`config.mk`:
```
export PLATFORM = sky130hd
export DESIGN_NAME = alu_op_sequencer
export DESIGN_NICKNAME = d
export VERILOG_FILES = /design/src/rtl/alu_pkg.sv /design/src/rtl/hex_to_7seg.sv /design/src/rtl/alu_op_sequencer.sv
export SDC_FILE = /design/constraint.sdc
export NUM_CORES = 1
export LEC_CHECK = 0
export CORE_UTILIZATION = 43
export DETAILED_ROUTE_END_ITERATION = 16
export PLACE_DENSITY = 0.95
export SYNTH_ARGS = -nofsm -noshare
export SYNTH_HDL_FRONTEND = slang
export SYNTH_HIERARCHICAL = 1
export SYNTH_SLANG_ARGS = --single-unit
export TNS_END_PERCENT = 1
```
`constraint.sdc`:
```
create_clock -name clk -period 3.2 [get_ports clk]
set_input_delay 0.64 -clock clk [delete_from_list [all_inputs] [get_ports clk]]
set_output_delay 0.64 -clock clk [all_outputs]
set_load 0.01 [all_outputs]
```
`src/rtl/alu_pkg.sv`:
```
// Shared opcode and sequencer-state encodings for the N-bit ALU and its control stage.
package alu_pkg;

  typedef enum logic [3:0] {
    ADD = 4'd0,
    SUB = 4'd1,
    MUL = 4'd2,
    DIV = 4'd3,
    MOD = 4'd4,
    AND = 4'd5,
    OR  = 4'd6,
    XOR = 4'd7,
    SHL = 4'd8,
    SHR = 4'd9
  } alu_op_e;

  typedef enum logic [1:0] {
    IDLE,
    LOAD,
    WAIT,
    DONE
  } state_e;

  localparam logic [3:0] OP_LAST = 4'd9;

  function automatic logic op_legal(input logic [3:0] op);
    return op <= OP_LAST;
  endfunction

endpackage

```
`src/rtl/hex_to_7seg.sv`:
```
// Active-low hex digit to 7-segment decoder (bit 6 = g ... bit 0 = a).
// Only present when SEVEN_SEG_EN is defined.
`ifdef SEVEN_SEG_EN
module hex_to_7seg (
  input  logic [3:0] hex,
  output logic [6:0] seg
);

  always_comb begin
    case (hex)
      4'h0:    seg = 7'h40;
      4'h1:    seg = 7'h79;
      4'h2:    seg = 7'h24;
      4'h3:    seg = 7'h30;
      4'h4:    seg = 7'h19;
      4'h5:    seg = 7'h12;
      4'h6:    seg = 7'h02;
      4'h7:    seg = 7'h78;
      4'h8:    seg = 7'h00;
      4'h9:    seg = 7'h10;
      4'hA:    seg = 7'h08;
      4'hB:    seg = 7'h03;
      4'hC:    seg = 7'h46;
      4'hD:    seg = 7'h21;
      4'hE:    seg = 7'h06;
      default: seg = 7'h0E;
    endcase
  end

endmodule
`endif

```
`src/rtl/alu_op_sequencer.sv`:
```
// Control stage for the N-bit ALU: latch request, wait op latency, register result/flags, pulse valid.
// Optional registered 7-segment output of the result when SEVEN_SEG_EN is defined.
module alu_op_sequencer
  import alu_pkg::*;
#(
  parameter  int N        = 4,
  parameter  int MULT_LAT = 5,
  parameter  int COMB_LAT = 1,
  localparam int SW       = $clog2(N) + 1,
  localparam int CW       = $clog2(MULT_LAT + 1)
) (
  input  logic          clk,
  input  logic          rst,
  input  logic          start,
  input  logic [3:0]    opcode,
  input  logic [N-1:0]  a_in,
  input  logic [N-1:0]  b_in,
  input  logic [SW-1:0] shamt_in,
  output logic [N-1:0]  A,
  output logic [N-1:0]  B,
  output logic [SW-1:0] shift_amount,
  output logic          alu_rst,
  input  logic [N-1:0]  sum_out,
  input  logic [N-1:0]  D,
  input  logic [N-1:0]  mult_out,
  input  logic [N-1:0]  quotient,
  input  logic [N-1:0]  mod_out,
  input  logic [N-1:0]  and_out,
  input  logic [N-1:0]  or_out,
  input  logic [N-1:0]  xor_out,
  input  logic [N-1:0]  shift_left_out,
  input  logic [N-1:0]  shift_right_out,
  input  logic          carry_out_sum,
  input  logic          overflow_sum,
  input  logic          Cout_rest,
  input  logic          V_rest,
  input  logic          C_mult,
  input  logic          V_mult,
  output logic          busy,
  output logic          valid,
  output logic [N-1:0]  result,
  output logic          Z,
  output logic          N_f,
  output logic          C,
  output logic          V,
  output logic          err,
  output logic [6:0]    seg
);

  state_e        state, state_next;
  alu_op_e       op_q;
  logic [CW-1:0] cnt;
  logic          accept, capture;
  logic [N-1:0]  cap_res;
  logic          cap_c, cap_v, cap_err;

  assign accept  = (state == IDLE) && start;
  // Illegal opcodes capture straight from IDLE; legal ones at the end of WAIT.
  assign capture = (state == WAIT && cnt == '0) || (accept && !op_legal(opcode));

  // NOTE: clocked state uses non-blocking assignments so every flop samples pre-edge values.
  always_ff @(posedge clk) begin
    if (rst) state <= IDLE;
    else     state <= state_next;
  end

  always_comb begin
    state_next = state;
    case (state)
      IDLE:    if (start) state_next = op_legal(opcode) ? LOAD : DONE;
      LOAD:    state_next = WAIT;
      WAIT:    if (cnt == '0) state_next = DONE;
      DONE:    state_next = IDLE;
      default: state_next = IDLE;
    endcase
  end

  always_comb begin
    busy    = (state == LOAD) || (state == WAIT);
    valid   = (state == DONE);
    alu_rst = rst || (state == LOAD);
  end

  always_ff @(posedge clk) begin
    if (rst) begin
      A            <= '0;
      B            <= '0;
      shift_amount <= '0;
      op_q         <= ADD;
      cnt          <= '0;
    end else begin
      if (accept) begin
        A            <= a_in;
        B            <= b_in;
        shift_amount <= shamt_in;
        op_q         <= alu_op_e'(opcode);
      end
      if (state == LOAD)
        cnt <= (op_q == MUL) ? CW'(MULT_LAT - 1) : CW'(COMB_LAT - 1);
      else if (state == WAIT && cnt != '0)
        cnt <= cnt - 1'b1;
    end
  end

  // NOTE: every output gets a default first, so no path can infer a latch.
  always_comb begin
    cap_res = '0;
    cap_c   = 1'b0;
    cap_v   = 1'b0;
    cap_err = 1'b0;
    if (state == IDLE) begin
      cap_err = 1'b1;
    end else begin
      case (op_q)
        ADD: begin cap_res = sum_out;          cap_c = carry_out_sum; cap_v = overflow_sum; end
        SUB: begin cap_res = D;                cap_c = Cout_rest;     cap_v = V_rest;       end
        MUL: begin cap_res = mult_out[N-1:0];  cap_c = C_mult;        cap_v = V_mult;       end
        DIV: begin
          cap_err = (B == '0);
          cap_res = cap_err ? '1 : quotient;
        end
        MOD: begin
          cap_err = (B == '0);
          cap_res = cap_err ? '1 : mod_out;
        end
        AND:     cap_res = and_out;
        OR:      cap_res = or_out;
        XOR:     cap_res = xor_out;
        SHL:     cap_res = shift_left_out;
        SHR:     cap_res = shift_right_out;
        default: cap_err = 1'b1;
      endcase
    end
  end

  always_ff @(posedge clk) begin
    if (rst) begin
      result <= '0;
      Z      <= 1'b0;
      N_f    <= 1'b0;
      C      <= 1'b0;
      V      <= 1'b0;
      err    <= 1'b0;
    end else if (capture) begin
      result <= cap_res;
      Z      <= (cap_res == '0);
      N_f    <= cap_res[N-1];
      C      <= cap_c;
      V      <= cap_v;
      err    <= cap_err;
    end
  end

`ifdef SEVEN_SEG_EN
  logic [6:0] seg_d;

  hex_to_7seg u_hex_to_7seg (
    .hex (4'(cap_res)),
    .seg (seg_d)
  );

  always_ff @(posedge clk) begin
    if (rst)          seg <= 7'h7F;
    else if (capture) seg <= seg_d;
  end
`else
  assign seg = 7'h7F;
`endif

endmodule
```
==> metrics <==
status completed; FF+latch area approximately 560 um2; compound-gate portion of the synthesized area between 20% and 30%; Worst Hold Path EP shift_amount[2]; CORE AREA between 4000 and 5000 um2; Clock Tree Root clkbuf_8; I/O Buffers 86; post-synthesis simple-gate area fraction 25.7%; CP most frequent cell clkdlybuf4s50_1; FILL cells between 300 and 400; power per cell area between 600 and 700 nW/um2; clk sinks 28; reg2reg setup slack approximately 1.1 ns; Synth Area in XOR/XNOR less than 1%; Routability Congestion 0.808; count of cell types in the netlist 55; Die Y-Extent between 60 and 70 um; Max Slew Vio Count 0; final net count between 300 and 400; met1 routing resource usage after global routing between 20% and 30%; top cell type's share of synthesized area between 30% and 40%; multi-input logic area between 1000 and 1500 um2; die width approximately 68 um; GR Util met2 between 30 and 40%; global-route wire length before repair about 7.6 mm; post-CTS resize count 0; worst hold slack about 0.46 ns; initial antenna violation count 0; CTS max path bufs 2; row cnt 23; Hold Crit Class register to register; CP required around 2.6 ns; Tmin final 2.48 ns; total wire length around 5 mm; Initial Utilization between 40% and 50%; worst clock skew 0.00505 ns; largest net degree at the start of global routing 27; Final period util a little under 80%; min-delay src shift_amount[2]; CP Launch Type primary input; via/cell ratio ~5.3; unrepaired setup endpoints after global routing false; WS Path Type primary input to output pin; Worst path slowest cell clkdlybuf4s50_1; r2r worst-path depth 6; total CTS buffers 3; H-tree Lvls 1; Ports 94; Place WS between 0.7 and 0.8 ns; M3 GR Usage about 4.6%; r2r endpoint result[2]; Rel. slew slack 49.0%; hold_buf cts 0; ys flop type dfxtp_1; TritonCTS clock tree yes; Synth area leaders dfxtp_1, nand2_1, a21oi_1, ha_1, buf_4; adder-cell share of the synthesized area 4.05%; fraction of registers with async set/reset 0%; vias between 1500 and 2000; final core occ between 60% and 70%; gr usage total approximately 22%; CP Max Fanout 3; area growth from synthesis to layout 46.3%; 1st-iter DRT viols approximately 150; actual slew at the worst max-slew pin between 0.7 and 0.8 ns; Setup WS post-layout between 0.7 and 0.8 ns; Hold Crit Depth 2; Critical Path Max Stage Delay roughly 0.49 ns; CP Cell Sequence clkdlybuf4s50_1 -> or2_2 -> clkdlybuf4s50_1; first-pass detailed-route iteration total 4; multiplexer share of the synthesized area approximately 5.1%; CP Capture Type output pin; cell taking the most area after synthesis dfxtp_1; startpoint of the worst-slack reg-to-reg timing path op_q[1]; Leak Pwr between 0.9 and 1 nW; maximum vdd drop 0.443 mV; die footprint approximately 4600 um2; post-route ant nets 0; register bit total from synthesis 28; total gr overflow 0; Final Hold Viols 0; Setup TNS Final 0 ns; Post-synth EDFFs 0; YS warnings 6; synthesized area approximately 1900 um2; total power draw about 1.7 mW; gr busiest metal met2; Setup-failing EPs final 0; Setup Buffers After CTS 0; Clk pin slew, worst setup/hold paths around 0.09 ns; WP data arrival between 1.5 and 2 ns; Avg Inst Size Synth ~8.0 um2; Worst-Skew Late Latency about 0.27 ns; layout cells sized above 1 approximately 6.9%; max-cap violations 0; combinational family with the most area after synthesis simple AND/OR/NAND/NOR gates; Post-Syn Instances 232; WL/cell about 14 um; DP Wirelength between 3 and 4 mm; # diodes 0; fmax between 400 and 500 MHz; vias in the first global route approximately 1800; # DRC 0; sequential fraction of the synthesis area a little under a third
==> cells by family (layout without fill, tap and decap cells) <==
| logic type | after synthesis | after routing |
|---|---|---|
| XOR/XNOR | 1 | 1 |
| buffers and inverters | 33 | 101 |
| adder cells (fa/ha/maj) | 6 | 6 |
| AND/OR/NAND/NOR | 92 | 92 |
| multiplexers | 9 | 9 |
| AO/OA/AOI/OAI | 62 | 62 |
| flip-flops | 28 | 28 |
| other | 1 | 7 |
==> state kept, by name, indices dropped and copies added, names as in the netlist <==
name,cells
C,1
shift_amount,3
A,4
result,4
Z,1
op_q,4
err,1
V,1
B,4
cnt,3
state,2
==> layer usage <==
layer / routed length [um] / part of all wire (%)
met5: 0 / 0
met4: 110 / 2.2
met3: 442 / 8.9
met2: 2350 / 47
met1: 2090 / 42
==> per-stage QoR <==
stage | std cells | instance area (um2)
3_3_place_gp | 352 | 2640
2_1_floorplan | 238 | 1880
3_5_place_dp | 352 | 2640
6_report | 356 | 2710
4_1_cts | 356 | 2710
5_1_grt | 356 | 2710
==> synth_stat cells, drive strengths merged (3+ instances only) <==
cell / count
nand2: 43
dfxtp: 28
a21oi: 26
nor2: 17
buf: 16
o21ai: 14
inv: 10
clkbuf: 7
ha: 6
mux2i: 6
nor3: 6
nand3: 5
nor2b: 4
mux2: 3
nand3b: 3
==> report_power, final <==
part,switching (mW),internal [mW],total [mW]
Sequential,0.107,0.427,0.534
Combinational,0.422,0.431,0.853
Clock,0.106,0.168,0.274
==> area by class of cell <==
class / instances / area share (%)
clock buffer: 3 / 1.52
inverter: 10 / 1.38
tap: 50 / 2.31
timing repair buffer: 87 / 32.0
clock inverter: 1 / 1.11
sequential: 28 / 20.7
multi-input combinational: 177 / 41.0
==> worst max-delay path by stage <==
stage | start | endpoint | slack, ns | cells after the start
final | rst | alu_rst | 0.72 | 3
after global routing | rst | alu_rst | 0.67 | 3
after CTS | rst | alu_rst | 0.71 | 3
after detailed placement | rst | alu_rst | 0.72 | 3
after global placement | rst | alu_rst | 0.72 | 3
after floorplan | rst | alu_rst | 1.44 | 2
==> worst max-delay path: cells and delay by family <==
| kind | cells | cell delay (ns) |
|---|---|---|
| buffers and inverters | 2 | 0.90 |
| and+or+nand+nor | 1 | 0.31 |
==> cells in the final DEF, fill, tap and decap left out, types with 2 or more instances in the layout <==
cell              n
nor2_1           17
conb_1            7
a21oi_1          25
clkbuf_8          3
nor3_1            6
nand4_1           2
mux2_2            2
inv_1            10
nand4b_1          2
o211a_1           2
o21ai_0          10
a211oi_1          2
dfxtp_1          28
nand3_1           5
nand2_1          42
mux2i_1           6
ha_1              6
a31oi_1           2
nor2b_1           3
nand3b_1          3
clkdlybuf4s50_1  86
o21ai_1           3
a21o_1            2
(Power assumes the default switching activity.)
